`src/rtl/psec5_readout_pkg.sv`:
```
// Shared constants, state encoding and width helper for the counter serial readout sequencer.
package psec5_readout_pkg;

    localparam int NUM_CH_DEF        = 8;
    localparam int WORDS_PER_CH_DEF  = 5;
    localparam int BITS_PER_WORD_DEF = 10;
    localparam int SEL_W             = 3;

    typedef enum logic [2:0] {
        ST_IDLE,
        ST_SETUP,
        ST_SHIFT,
        ST_GAP,
        ST_DONE
    } seq_state_e;

    // Counter width for a terminal count of n-1, never narrower than one bit.
    function automatic int cnt_width(input int n);
        return (n > 1) ? $clog2(n) : 1;
    endfunction

endpackage

```
`src/rtl/next_chan_sel.sv`:
```
// Finds the lowest enabled channel strictly above ch; none is set when no such channel exists.
// Purely combinational, zero latency, no backpressure.
module next_chan_sel #(
    parameter int NUM_CH = 8,
    parameter int CH_W   = 3
) (
    input  logic [NUM_CH-1:0] mask,
    input  logic [CH_W-1:0]   ch,
    output logic [CH_W-1:0]   nxt,
    output logic              none
);

    always_comb begin
        nxt  = ch;
        none = 1'b1;
        // Descending scan so the lowest qualifying index is the last one written.
        for (int i = NUM_CH - 1; i >= 0; i--) begin
            if (mask[i] && (i > int'(ch))) begin
                nxt  = CH_W'(i);
                none = 1'b0;
            end
        end
    end

endmodule

```
`src/rtl/cnt_ser_sequencer.sv`:
```
// Walks the enabled channels and their counter words, driving a one-hot shift enable per burst.
// Latency: one SETUP cycle, a BITS_PER_WORD burst per word with one GAP between bursts, one DONE cycle.
module cnt_ser_sequencer
    import psec5_readout_pkg::*;
#(
    parameter int NUM_CH        = NUM_CH_DEF,
    parameter int WORDS_PER_CH  = WORDS_PER_CH_DEF,
    parameter int BITS_PER_WORD = BITS_PER_WORD_DEF
) (
    input  logic              sclk,
    input  logic              rstn,
    input  logic              inst_readout,
    input  logic              abort,
    input  logic [NUM_CH-1:0] chan_mask,
    output logic [NUM_CH-1:0] load_cnt_ser,
    output logic [SEL_W-1:0]  select_reg,
    output logic              busy,
    output logic              done
);

    localparam int CH_W   = cnt_width(NUM_CH);
    localparam int WORD_W = cnt_width(WORDS_PER_CH);
    localparam int BIT_W  = cnt_width(BITS_PER_WORD);

    seq_state_e        state, state_nxt;
    logic [NUM_CH-1:0] mask_q, mask_nxt;
    logic [CH_W-1:0]   ch, ch_nxt, ch_above, first_ch;
    logic              none_above;
    logic [WORD_W-1:0] word_cnt, word_nxt;
    logic [BIT_W-1:0]  bit_cnt, bit_nxt;
    logic [NUM_CH-1:0] load_nxt;
    logic [SEL_W-1:0]  sel_nxt;
    logic              busy_nxt, done_nxt;

    next_chan_sel #(
        .NUM_CH (NUM_CH),
        .CH_W   (CH_W)
    ) u_next_chan_sel (
        .mask (mask_q),
        .ch   (ch),
        .nxt  (ch_above),
        .none (none_above)
    );

    always_comb begin
        first_ch = '0;
        for (int i = NUM_CH - 1; i >= 0; i--) begin
            if (chan_mask[i]) first_ch = CH_W'(i);
        end
    end

    always_comb begin
        state_nxt = state;
        mask_nxt  = mask_q;
        ch_nxt    = ch;
        word_nxt  = word_cnt;
        bit_nxt   = bit_cnt;
        load_nxt  = '0;
        sel_nxt   = select_reg;
        busy_nxt  = busy;
        done_nxt  = 1'b0;

        case (state)
            ST_IDLE: begin
                busy_nxt = 1'b0;
                if (inst_readout) begin
                    busy_nxt = 1'b1;
                    if (|chan_mask) begin
                        state_nxt = ST_SETUP;
                        mask_nxt  = chan_mask;
                        ch_nxt    = first_ch;
                        word_nxt  = '0;
                        bit_nxt   = '0;
                        sel_nxt   = '0;
                    end else begin
                        state_nxt = ST_DONE;
                        done_nxt  = 1'b1;
                    end
                end
            end
            ST_SETUP, ST_GAP: begin
                state_nxt    = ST_SHIFT;
                bit_nxt      = '0;
                load_nxt[ch] = 1'b1;
            end
            ST_SHIFT: begin
                if (bit_cnt == BIT_W'(BITS_PER_WORD - 1)) begin
                    bit_nxt = '0;
                    // The next select value goes out during GAP so the channel mux settles before the burst.
                    if (word_cnt != WORD_W'(WORDS_PER_CH - 1)) begin
                        state_nxt = ST_GAP;
                        word_nxt  = word_cnt + 1'b1;
                        sel_nxt   = SEL_W'(word_cnt + 1'b1);
                    end else if (!none_above) begin
                        state_nxt = ST_GAP;
                        word_nxt  = '0;
                        sel_nxt   = '0;
                        ch_nxt    = ch_above;
                    end else begin
                        state_nxt = ST_DONE;
                        done_nxt  = 1'b1;
                    end
                end else begin
                    bit_nxt      = bit_cnt + 1'b1;
                    load_nxt[ch] = 1'b1;
                end
            end
            ST_DONE: begin
                state_nxt = ST_IDLE;
                busy_nxt  = 1'b0;
            end
            default: begin
                state_nxt = ST_IDLE;
                busy_nxt  = 1'b0;
            end
        endcase

        if (abort && (state != ST_IDLE)) begin
            state_nxt = ST_IDLE;
            load_nxt  = '0;
            busy_nxt  = 1'b0;
            done_nxt  = 1'b0;
        end
    end

    always_ff @(posedge sclk or negedge rstn) begin
        if (!rstn) begin
            state        <= ST_IDLE;
            mask_q       <= '0;
            ch           <= '0;
            word_cnt     <= '0;
            bit_cnt      <= '0;
            load_cnt_ser <= '0;
            select_reg   <= '0;
            busy         <= 1'b0;
            done         <= 1'b0;
        end else begin
            state        <= state_nxt;
            mask_q       <= mask_nxt;
            ch           <= ch_nxt;
            word_cnt     <= word_nxt;
            bit_cnt      <= bit_nxt;
            load_cnt_ser <= load_nxt;
            select_reg   <= sel_nxt;
            busy         <= busy_nxt;
            done         <= done_nxt;
        end
    end

endmodule

```
`config.mk`:
```
export PLATFORM = sky130hd
export DESIGN_NAME = cnt_ser_sequencer
export DESIGN_NICKNAME = d
export VERILOG_FILES = /design/src/rtl/psec5_readout_pkg.sv /design/src/rtl/next_chan_sel.sv /design/src/rtl/cnt_ser_sequencer.sv
export SDC_FILE = /design/constraint.sdc
export NUM_CORES = 1
export LEC_CHECK = 0
export ABC_AREA = 1
export CAP_MARGIN = 20
export CORE_MARGIN = 2
export CORE_UTILIZATION = 25
export CTS_CLUSTER_DIAMETER = 150
export DETAILED_ROUTE_END_ITERATION = 12
export PLACE_DENSITY = 0.41
export SKIP_LAST_GASP = 1
export SLEW_MARGIN = 5
export SYNTH_ARGS = -nofsm -noshare
export SYNTH_HDL_FRONTEND = slang
export SYNTH_HIERARCHICAL = 1
export SYNTH_SLANG_ARGS = --single-unit
```
`constraint.sdc`:
```
create_clock -name sclk -period 4.4 [get_ports sclk]
set_clock_uncertainty 0.05 [all_clocks]
set_input_delay 1.32 -clock sclk [delete_from_list [all_inputs] [get_ports sclk]]
set_output_delay 1.32 -clock sclk [all_outputs]
set_load 0.01 [all_outputs]
```
# Yosys cells after proc, flatten, opt, wreduce, memory -nomap -nowiden
# Index checks and enable logic that the tools add are counted.
[classes]
add_sub_neg = 2
order_cmp = 9
eq_ne = 15
muxes = 60
n_reduce_logical = 21
[op_table]
columns = ["operator", "n"]
rows = [
  ["$mux 3", 31],
  ["$mux 1", 16],
  ["$mux 8", 2],
  ["$pmux 8 s2", 1],
  ["$gt 3x3->1 const A", 4],
  ["$mux 4", 3],
  ["$ne 3x3->1 const B", 4],
  ["$pmux 3 s2", 2],
  ["$pmux 4 s3", 1],
  ["$ne 2x2->1 const B", 5],
  ["$logic_and 1x1->1", 9],
  ["$pmux 3 s3", 1],
  ["$ne 8x1->1 const B", 1],
  ["$reduce_or 8->1", 1],
  ["$reduce_and 7->1", 1],
  ["$eq 3x2->1 const B", 2],
  ["$gt 2x3->1 const A", 2],
  ["$reduce_and 3->1", 2],
  ["$reduce_bool 3->1", 2],
  ["$reduce_and 5->1", 1],
  ["$add 4x1->4 const B", 1],
  ["$eq 4x4->1 const B", 1],
  ["$lt 3x4->1 const B", 1],
  ["$pmux 1 s2", 2],
  ["11 further kinds", 11],
]
[word_totals]
ff_bits = 31
inputBits = 12
output_inout_bits = 13
word_cells = 115

# Logic depth before layout (Yosys ltp)
[logic_depth]
depth_word = 14
ltp_mapped = 12
depth_no_buf = 12

# Cells and area by module
# Netlist, hierarchy kept.
[by_module_without_submodules]
columns = ["mod", "n_inst", "cells_each", "area_per_inst_um2", "seq_area_each_um2"]
rows = [
  ["cnt_ser_sequencer", 1, 193, 1627.8, 775.7],
  ["next_chan_sel", 1, 38, 178.9, 0.0],
]

# Worst setup path before layout
# Ideal clock, no wire load.
[synth_timing]
kind = "input-to-reg"
from = "input port chan_mask[3]"
to = "register mask_q[5]"
setup_ps = 74
t_arrival_ps = 2115
required_time_ps = 4276
slack_ps = 2161
path_stages = 8
path_buffers = 1
path_cell_list = "nor2_1 -> nand2_1 -> nor2_4 -> nor2_4 -> nand2_4 -> buf_6 -> nand2_1 -> o21ai_2"
[synth_via]
elab_chain_cells = 2
[synth_lines]
columns = ["item", "line_no", "text"]
rows = [
  ["from (decl)", "cnt_ser_sequencer.sv:14", "input logic [NUM_CH-1:0] chan_mask,"],
  ["$reduce_or 8->1", "cnt_ser_sequencer.sv:68", "if (|chan_mask) begin"],
  ["$reduce_and 3->1 (no source line)", "--", ""],
  ["to (signal assigned)", "cnt_ser_sequencer.sv:139", "mask_q <= mask_nxt;"],
  ["to (decl)", "cnt_ser_sequencer.sv:26", "logic [NUM_CH-1:0] mask_q, mask_nxt;"],
]
# Every way passes these cells.
# A chain may end at the register's enable or synchronous reset.

==> results.md <==
* Core area at 0.00683 sq mm
* Crit path kind: reg -> out
* Period utilization at 59.6%
* Hold buffer count at cts at 0
* Multi-input gate area at 868 sq um
* CTS Buffer Depth at 2
* Clock-pin slew on the worst setup and hold paths at 0.07 ns
* P_leak at 1.09 nW
* Max Cap Violations at 0
* Syn Inst Count at 227
* Max_slew headroom at 46.1%
* Crit. path cell count at 1
* Pwr per Cell Area at 621 mW/mm^2
* Fill count at 757
* TNS Setup at 0 ns
* Largest net degree at the start of global routing at 31
* Crit-path max FO at 5
* Outcome: finished clean
* Sequential cell area at 751 sq um
* Die H at 88.1 microns
* Post-Syn Nets at 243
* Worst endpoint required time at 3.03 ns
* CTS Buf Count at 5
* First-pass GRT wire length at 6960 microns
* First-pass DRT Iterations at 4
* Setup bufs post-CTS at 0
* Critical Path, Cell by Cell: clkdlybuf4s50_1
* Pre-CTS setup slack at 1.63 ns
* Total GRT Usage at 11.9%
* Via count at 1439
* Vias per inst at 4.08
* RSZ-0062 raised after global routing: false
* ANT cells at 0
* Reg2reg path depth at 8
* Layout area overhead at 25.9%
* Worst skew pair latency at 0.29 ns
* CTS tree: built
* Routed wire length at 3960 microns
* Class of the worst hold path: reg -> reg
* H-tree levels at 2
* Iter 0 DRT Violations at 44
* Max stage delay on crit path at 0.56 ns
* Net Sw Frac at 42.6%
* CTS Root Cell: clkbuf_8
* Worst-Margin Slew at 0.805 ns
* CTS resizes at 0
* Syn avg cell area at 7.79 sq um
* Top Family by Delay on Critical Path: buffers and inverters
* Final setup margin at 1.78 ns
* Routability congestion estimate at 0.727
* Die width at 88.1 microns
* Drt wl/cell at 11.2 microns
* Reg power frac at 33.1%
* Crit. End Element: output port
* Ys Warns at 6
* Hpwl dp at 2990 microns
* Max frequency at 381 MHz
* NetSw at 0.589 mW
* Final ANT Viol Nets at 0
* IO Port Bufs at 24
* Post-Syn Area at 0.00177 sq mm
* Fin. Hold Viols at 0
* Total gr overflow at 0
* Effective utilization at floorplan at 25.9%
* Max-slew violation count at 0
* Pint at 0.794 mW
* Nets at 273
* FP Rows at 30
* Final setup viols at 0
* Combinational Power Share at 45.8%
* Share of cells above drive strength 1 at 17.9%
* Arr. time, crit path at 1.25 ns
* Worst vdd ir at 0.000279 V
* Vias in the first global route at 1433
* IO Pins at 25
* Drc violations at 0
* Crit-path slowest cell: clkdlybuf4s50_1
* Sink Count at 30
* Hold depth at 2
* Buffers & Inverters on Critical Path at 1
* Area of the die at 0.00777 sq mm
* Startpoint Class: flip-flop
* Post-route minimum period at 2.62 ns
* Post-layout util at 32.6%
* Clk pwr share at 21.0%
* Initial antenna violation count at 0
[worst paths after layout]
| path | endpoint | slack, ns | startpoint |
|---|---|---|---|
| worst min register to register | mask_q[2] | 0.44 | mask_q[2] |
| max in group asynchronous | word_cnt[0] | 2.62 | rstn |
| min in group asynchronous | load_cnt_ser[0] | 1.38 | rstn |
| worst max-delay path | select_reg[2] | 1.78 | word_cnt[2] |
| worst max register to register | ch[0] | 2.50 | state[0] |
| worst min-delay path | mask_q[2] | 0.44 | mask_q[2] |
[routing by layer]
metal / up-vias / routed length (microns) / global-route usage, %
met5: - / 0 / 0
met4: 0 / 64 / 4.13
met3: 6 / 178 / 4.43
met2: 23 / 1650 / 17.7
met1: 633 / 2070 / 16.1
li1: 777 / - / -
[stage by stage]
step                cells  instance area [sq um]  hold slack, ns  total power [mW]
floorplan             227                   1770           0.405             0.930
global placement      346                   2110           0.426              1.11
CTS                   353                   2230           0.443              1.40
finish                353                   2230           0.439              1.38
global route          353                   2230           0.479              1.52
detailed placement    346                   2110           0.425              1.11
[registers in the layout, summed over array words and instances (netlist names)]
name          cells
busy              1
bit_cnt           4
mask_q            7
load_cnt_ser      8
done              1
word_cnt          3
state             3
ch                3
[power groups by stage]
stage	logic [mW]	registers, mW	clock network, mW
2_1_floorplan	0.478	0.452	0
3_3_place_gp	0.645	0.467	0
3_5_place_dp	0.642	0.464	0
4_1_cts	0.645	0.459	0.300
5_1_grt	0.731	0.475	0.315
6_report	0.634	0.458	0.291
[cell usage in the layout, fill, tap and decap left out, types with 3 or more instances in the layout]
cell type,count
clkdlybuf4s50_1,24
o21ai_2,8
o21ai_0,9
inv_2,3
nand3_2,3
nor2_2,4
nor2_1,21
nand2_1,61
clkbuf_8,6
ha_1,4
inv_1,31
dfrtp_1,30
nor2_4,3
nand2_2,7
nor3_1,4
nand3_1,15
a21oi_1,6
nand2_4,4
[layout make-up]
class                      instances  area share [%]
clock inverter                     1            1.35
timing repair buffer              25            11.1
inverter                          34            5.73
sequential                        30            33.7
multi-input combinational        161            39.0
clock buffer                       6            3.71
tap                               96            5.39
Note: power is estimated with default switching activity, not from simulation.
